--- src/rtl/store_aligner.sv ---
// Store aligner: splits byte/halfword/word stores into one or two
// word-aligned memory beats with little-endian byte-lane placement.
module store_aligner (
    input  logic        clk,
    input  logic        rst_n,
    input  logic        in_valid,
    output logic        in_ready,
    input  logic [4:0]  opcode,
    input  logic [31:0] addr,
    input  logic [31:0] data,
    output logic        mem_req,
    output logic [31:0] mem_addr,
    output logic [31:0] mem_wdata,
    output logic [3:0]  mem_be,
    input  logic        mem_ack,
    output logic        misaligned,
    output logic        done
);

    typedef enum logic [1:0] {
        IDLE  = 2'd0,
        BEAT1 = 2'd1,
        BEAT2 = 2'd2
    } state_t;

    state_t      state;
    logic [4:0]  opc_q;
    logic [31:0] addr_q;
    logic [31:0] data_q;

    function automatic logic [3:0] size_mask(input logic [4:0] op);
        logic is_word;
        logic is_half;
        logic is_byte;
        logic [3:0] m;
        is_word = (op >= 5'd3) && (op <= 5'd5);
        is_half = (op >= 5'd6) && (op <= 5'd8);
        is_byte = (op >= 5'd9) && (op <= 5'd11);
        m = 4'b0000;
        unique case (1'b1)
            is_word: m = 4'b1111;
            is_half: m = 4'b0011;
            is_byte: m = 4'b0001;
            default: m = 4'b0000;
        endcase
        return m;
    endfunction

    // Lanes are placed in an 8-byte window spanning both candidate beats;
    // the upper half of the window is the second beat.
    function automatic logic [3:0] beat_be(
        input logic [4:0] op,
        input logic [1:0] off,
        input logic       hi
    );
        logic [7:0] be8;
        be8 = {4'b0000, size_mask(op)} << off;
        return hi ? be8[7:4] : be8[3:0];
    endfunction

    function automatic logic [31:0] beat_data(
        input logic [4:0]  op,
        input logic [1:0]  off,
        input logic [31:0] d,
        input logic        hi
    );
        logic [3:0]  m;
        logic [31:0] dm;
        logic [63:0] w;
        m  = size_mask(op);
        dm = d & {{8{m[3]}}, {8{m[2]}}, {8{m[1]}}, {8{m[0]}}};
        w  = {32'h0, dm} << {off, 3'b000};
        return hi ? w[63:32] : w[31:0];
    endfunction

    logic [3:0]  in_be1;
    logic [3:0]  in_be2;
    logic [31:0] in_wd1;
    logic        in_store;
    logic [3:0]  cap_be2;
    logic [31:0] cap_wd2;
    logic [31:0] cap_addr2;

    always_comb begin
        in_be1    = beat_be(opcode, addr[1:0], 1'b0);
        in_be2    = beat_be(opcode, addr[1:0], 1'b1);
        in_wd1    = beat_data(opcode, addr[1:0], data, 1'b0);
        in_store  = |size_mask(opcode);
        cap_be2   = beat_be(opc_q, addr_q[1:0], 1'b1);
        cap_wd2   = beat_data(opc_q, addr_q[1:0], data_q, 1'b1);
        cap_addr2 = {addr_q[31:2], 2'b00} + 32'd4;
    end

    assign in_ready = (state == IDLE);

    always_ff @(posedge clk or negedge rst_n) begin
        if (!rst_n) begin
            state      <= IDLE;
            opc_q      <= '0;
            addr_q     <= '0;
            data_q     <= '0;
            mem_req    <= 1'b0;
            mem_addr   <= '0;
            mem_wdata  <= '0;
            mem_be     <= '0;
            misaligned <= 1'b0;
            done       <= 1'b0;
        end else begin
            done <= 1'b0;
            unique case (state)
                IDLE: begin
                    if (in_valid) begin
                        opc_q  <= opcode;
                        addr_q <= addr;
                        data_q <= data;
                        if (in_store) begin
                            state      <= BEAT1;
                            mem_req    <= 1'b1;
                            mem_addr   <= {addr[31:2], 2'b00};
                            mem_be     <= in_be1;
                            mem_wdata  <= in_wd1;
                            misaligned <= |in_be2;
                        end else begin
                            done <= 1'b1;
                        end
                    end
                end
                BEAT1: begin
                    if (mem_ack) begin
                        if (misaligned) begin
                            state     <= BEAT2;
                            mem_addr  <= cap_addr2;
                            mem_be    <= cap_be2;
                            mem_wdata <= cap_wd2;
                        end else begin
                            state      <= IDLE;
                            mem_req    <= 1'b0;
                            mem_addr   <= '0;
                            mem_be     <= '0;
                            mem_wdata  <= '0;
                            misaligned <= 1'b0;
                            done       <= 1'b1;
                        end
                    end
                end
                BEAT2: begin
                    if (mem_ack) begin
                        state      <= IDLE;
                        mem_req    <= 1'b0;
                        mem_addr   <= '0;
                        mem_be     <= '0;
                        mem_wdata  <= '0;
                        misaligned <= 1'b0;
                        done       <= 1'b1;
                    end
                end
                default: begin
                    state   <= IDLE;
                    mem_req <= 1'b0;
                end
            endcase
        end
    end

endmodule

--- config.mk ---
export PLATFORM = sky130hd
export DESIGN_NAME = store_aligner
export DESIGN_NICKNAME = d
export VERILOG_FILES = /design/src/rtl/store_aligner.sv
export SDC_FILE = /design/constraint.sdc
export NUM_CORES = 1
export LEC_CHECK = 0
export CELL_PAD_IN_SITES_DETAIL_PLACEMENT = 2
export CELL_PAD_IN_SITES_GLOBAL_PLACEMENT = 2
export CORE_ASPECT_RATIO = 1.25
export CORE_MARGIN = 1
export CORE_UTILIZATION = 35
export CTS_CLUSTER_DIAMETER = 120
export DETAILED_ROUTE_END_ITERATION = 7
export GPL_ROUTABILITY_DRIVEN = 0
export HOLD_SLACK_MARGIN = 0.03
export PLACE_DENSITY = 0.95
export SYNTH_ARGS = -nofsm -noshare
export SYNTH_HDL_FRONTEND = slang
export SYNTH_SLANG_ARGS = --single-unit
--- constraint.sdc ---
create_clock -name clk -period 3.7 [get_ports clk]
set_input_delay 0.74 -clock clk [delete_from_list [all_inputs] [get_ports clk]]
set_output_delay 0.74 -clock clk [all_outputs]
set_load 0.02 [all_outputs]
==> reports/metrics.csv, run 1 <==
metric;value;unit
place_hpwl;18400;um
syn_to_final_growth;33.2;%
cp_max_fo;32;
setup_viol;0;
finalCritPeriodShare;76.7;%
firstDrtPassIters;4;
final_nets;887;
synthArstFlopShare;100;%
synth_seq_cells;132;
grtUsageTotal;28.4;%
reg2reg_slack;900;ps
drt_iter0_drc;346;
slew_headroom;25.1;%
hold_ws;345;ps
synth_top_area_cell;dfrtp_1;
cts_resized;0;
tns;0;ps
vias;6238;
root_buffer;clkbuf_16;
io_pins;145;
ys.flop_type;dfrtp_1;
first_global_vias;7223;
drc;0;
tightest_slew;1120;ps
gr-max-usage-layer;met2;
r2r-start;state[1];
cp.required;3980;ps
slew_viol_final;0;
critPathKind;in2reg;
clock_path_buffers;2;
syn_inst;669;
avgSynthCellArea;10.2;um^2
total_power;0.00803;W
die_x;127;um
synth_edf_count;0;
muxShareOfSynthArea;12.4;%
regToRegEndpoint;mem_wdata[22];
drtAntennaViolNets;0;
diodes;0;
layout_setup_ws;863;ps
coreArea;0.0189;mm^2
startpoint;opcode[3];
synth_area;0.00682;mm^2
start_util;36.1;%
crit_chain;clkdlybuf4s50_1 -> a21oi_1 -> a31oi_1 -> or3_2 -> buf_4 -> o41ai_1;
pre_cts_slack;556;ps
hold_violations;0;
grt_max_degree;73;
hp-class;in2async;
synth_compound_area_share;18.1;%
grt_overflow;0;
yosysUniqueCellTypes;59;
synth_xor_area_share;3.47;%
routedWlPerCell;25.9;um
synth_fa_ha_area_share;1.06;%
portBuffers;142;
status;complete, no violations;
max_cap_viol_count;0;
grt_use_met2;52.4;%
cts_inserted_buffers;17;
cts_tree;yes;
p_per_area;883;mW/mm^2
antenna_found_initial;0;
post-route-min-period;2840;ps
yosys.area_share.simple;13.2;%
leakage;3.63;nW
viasPerCell;5.92;
skew;9.75;ps
holdBufCountCts;0;
synth_common_cells;dfrtp_1, nor2_1, a21oi_1;
drt_wl_total;27300;um
path_clk_slew;60;ps
drive_gt1_share;15.0;%
max_stage_delay;530;ps
insertion_delay;420;ps
synth_most_common_cell;dfrtp_1;
cts_num_sinks;132;
fp.dieH;158;um
post_cts_buffers;0;
grt_first_pass_wirelength;42600;um
critPathBufInv;2;
slowest_stage;or3_2;
max_freq;352;MHz
use_met1;31.0;%
start_kind;primary input;
vdd_drop_max;0.000345;V
rsz0062_at_grt;no;
dieArea;0.0201;mm^2
yosysTopAreaCellShare;48.4;%
cp-end-kind;flop;
htree_levels;4;
synth_top_family_by_area;compound AO/OA/AOI/OAI gates;
crit_family;compound AO/OA/AOI/OAI gates;
ys_warn_count;0;
seq_area_frac_synth;48.4;%
r2r_cells;7;
met3_usage;4.60;%
rows;56;
cp_data_arrival_time;3120;ps
synth_area_leaders;dfrtp_1, mux2_2, a21oi_1;
cell type report:
type | count | area, um^2
clock inverter | 10 | 57.6
inverter | 13 | 48.8
clock buffer | 22 | 474
fill | 1930 | 9830
sequential | 132 | 3300
timing repair buffer | 162 | 1610
multi-input combinational | 483 | 3310
tap | 232 | 290
cell usage in the layout, fill, tap and decap left out, types with 4 or more instances in the layout:
master,synthesis,routed
mux2i_1,17,17
nor4_1,5,5
clkinv_2,0,7
a311o_1,8,8
a22o_1,8,8
xor2_1,9,9
clkdlybuf4s50_1,0,141
nor2b_1,5,5
clkbuf_16,0,17
or4_1,4,4
a22oi_1,8,8
a221o_1,6,6
inv_1,13,13
and3_1,9,9
mux2_2,60,60
nor2_1,73,73
ha_1,5,5
buf_4,2,17
nand2_1,44,43
nor3_1,12,11
a21oi_1,71,71
xnor2_1,18,18
a221oi_1,15,15
o22ai_1,21,21
o21ai_0,16,16
a2bb2oi_1,8,8
dfrtp_1,132,132
nand3_1,11,11
through the flow:
step / utilization [%] / instance area, um^2 / instances
finish: 48.1 / 9090 / 1054
global route: 48.1 / 9090 / 1054
global placement: 45.2 / 8560 / 1022
detailed placement: 45.2 / 8560 / 1022
CTS: 48.1 / 9090 / 1054
floorplan: - / 6830 / 670
worst max-delay path by stage:
stage	to	slack [ps]	cells after the start
after floorplan	mem_be[3]	1470	8
after global placement	mem_wdata[19]	710	7
after detailed placement	mem_wdata[22]	560	7
after CTS	mem_wdata[22]	880	7
after global routing	mem_be[3]	750	6
final	mem_be[3]	860	6
metal layers:
layer / up-vias / wire length, um
met1: 3197 / 10300
met5: - / 0
met4: 0 / 1200
met2: 234 / 14600
li1: 2729 / -
met3: 78 / 1190
worst reg2reg max path: stages (launching register included):
cell and delay [ps]:
dfrtp_1 410, inv_1 80, ha_1 520, nand2_1 110, a211o_1 290, nor2_1 860
a221oi_1 210, a21oi_1 220
kinds of logic (layout without fill, tap and decap cells):
group | count (synthesis) | count (layout)
xor gates and xnor gates | 27 | 27
buffers and inverters | 55 | 207
muxes | 77 | 77
AOI/OAI and AO/OA | 184 | 184
other | 1 | 2
adders and majority gates | 6 | 6
DFF | 132 | 132
and+or+nand+nor | 187 | 187
state kept, by name, indices dropped and copies added, names as in the netlist, 2 cells and up:
signal     flops
mem_addr      30
state          2
data_q        24
mem_wdata     32
opc_q          5
mem_be         4
addr_q        32
power breakdown:
group | switching (W) | total, W | internal [W]
Sequential | 0.000676 | 0.00281 | 0.00214
Clock | 0.000647 | 0.00155 | 0.000900
Combinational | 0.00202 | 0.00367 | 0.00165
Total | 0.00334 | 0.00803 | 0.00469
Power figures use the tool's default switching activity.
==> run 2, diff against run 1 <==
--- a/config.mk
+++ b/config.mk
@@ -9,12 +9,12 @@
 export CELL_PAD_IN_SITES_GLOBAL_PLACEMENT = 2
 export CORE_ASPECT_RATIO = 1.25
 export CORE_MARGIN = 1
-export CORE_UTILIZATION = 35
+export CORE_UTILIZATION = 32
 export CTS_CLUSTER_DIAMETER = 120
 export DETAILED_ROUTE_END_ITERATION = 7
 export GPL_ROUTABILITY_DRIVEN = 0
 export HOLD_SLACK_MARGIN = 0.03
-export PLACE_DENSITY = 0.95
+export PLACE_DENSITY = 0.88
 export SYNTH_ARGS = -nofsm -noshare
 export SYNTH_HDL_FRONTEND = slang
 export SYNTH_SLANG_ARGS = --single-unit
==> constraint.sdc (replaced) <==
create_clock -name clk -period 2.8 [get_ports clk]
set_input_delay 0.56 -clock clk [delete_from_list [all_inputs] [get_ports clk]]
set_output_delay 0.56 -clock clk [all_outputs]
set_load 0.02 [all_outputs]
==> run 2 against run 1 <==
Critical path depth grew 2; via count grew 2.9%; wire length grew 0.38%; clock skew shrank 1.9 ps; global-route usage shrank 2.3 points; flip-flop and latch count is the same; clock power grew 43%; critical path type unchanged; largest cell class unchanged.
==> reports/metrics.csv, run 2 (same netlist as run 1, synthesis figures left out) <==
metric;value;unit
rsz0062_at_grt;no;
pre_cts_slack;-316;ps
cp.required;3100;ps
skew;7.87;ps
setup_viol;0;
routedWlPerCell;24.4;um
seq_area;0.00330;mm^2
cts_tree;yes;
slew_viol_final;0;
drt_wl_total;27400;um
final_cell_mix;clkdlybuf4s50_1, dfrtp_1, nor2_1;
place_hpwl;18400;um
critPathBufInv;3;
tns;0;ps
cp-end-kind;flop;
final_nets;915;
crit_family;compound AO/OA/AOI/OAI gates;
dieArea;0.0219;mm^2
tightest_slew;813;ps
insertion_delay;430;ps
hold_violations;0;
hp-class;in2async;
cp_data_arrival_time;2790;ps
grt_first_pass_wirelength;42900;um
fillerInstances;2147;
io_pins;145;
max_cap_viol_count;0;
antenna_found_initial;0;
fp.dieH;165;um
stdcell_count;1123;
post-route-min-period;2500;ps
leakage;3.81;nW
htree_levels;4;
coreArea;0.0209;mm^2
portBuffers;142;
grt_overflow;0;
drt_iter0_drc;267;
vias;6421;
hold_ws;126;ps
post_cts_buffers;0;
syn_to_final_growth;38.7;%
max_freq;401;MHz
post-place-cells;1092;
crit_chain;clkdlybuf4s50_1 -> a211o_1 -> a31oi_1 -> or3_2 -> buf_12 -> nor2_1 -> buf_4 -> a221o_1;
grt_max_degree;65;
finalCritPeriodShare;89.1;%
root_buffer;clkbuf_16;
startpoint;opcode[1];
start_util;32.7;%
first_global_vias;7442;
cts_inserted_buffers;17;
drive_gt1_share;18.0;%
die_x;133;um
cp_max_fo;36;
path_clk_slew;60;ps
diodes;0;
r2r-start;state[1];
drtAntennaViolNets;0;
cts_resized;0;
rows;59;
holdBufCountCts;0;
drc;0;
critPathKind;in2reg;
grtUsageTotal;26.1;%
firstDrtPassIters;4;
status;complete, no violations;
start_kind;primary input;
layout_setup_ws;305;ps
viasPerCell;5.72;
clock_path_buffers;2;
largestRegisters;addr_q: 32 flops, mem_wdata: 32 flops, mem_addr: 30 flops;
p_per_area;1160;mW/mm^2
cts_num_sinks;132;
slowest_stage;clkdlybuf4s50_1;
slew_headroom;45.5;%
max_stage_delay;520;ps
multi_input_area;0.00331;mm^2
mostFrequentLayoutCell;clkdlybuf4s50_1;
vdd_drop_max;0.000501;V
final_util;45.3;%
run 2: cell type report:
cell class / instances / share of cell area [%]
Multi-Input combinational cell: 483 / 35.0
Clock inverter: 13 / 1.41
Clock buffer: 18 / 4.64
Sequential cell: 132 / 34.9
Tap cell: 274 / 3.62
Inverter: 13 / 0.516
Timing Repair Buffer: 190 / 19.9
run 2: metal layers:
metal | vias up | global-route usage [%] | share of wire [%]
li1 | 2780 | - | -
met1 | 3321 | 27.4 | 38
met4 | 0 | 15.6 | 4.4
met5 | - | 0 | 0
met2 | 245 | 48.7 | 54
met3 | 75 | 4.70 | 4.1
run 2: through the flow:
stage	instance area [um^2]	power, W
5_1_grt	9460	0.0115
4_1_cts	9460	0.0110
2_1_floorplan	6830	0.00629
3_3_place_gp	8880	0.00836
3_5_place_dp	8880	0.00865
6_report	9460	0.0110
run 2: power breakdown:
part           total, W  internal, W  switching (W)
logic           0.00506      0.00232        0.00274
registers       0.00370      0.00282       0.000875
clock network   0.00222      0.00133       0.000897
total            0.0110      0.00647        0.00451
run 2: path summary, 6_finish.rpt:
kind	to	slack, ps	depth (start not counted)
max	mem_addr[23]	300	8
min	data_q[9]	130	1
max reg2reg	mem_wdata[12]	380	7
min reg2reg	mem_wdata[25]	490	2
max in group asynchronous	mem_be[2]	1910	2
min in group clk	mem_wdata[25]	490	2
run 2: worst reg2reg max path, stage by stage (launching register included):
cell and delay, ps:
dfrtp_1 410, inv_1 100, ha_1 270, nand2_1 200, a211o_1 280, or3_1 540
a2bb2oi_1 240, a21oi_1 270
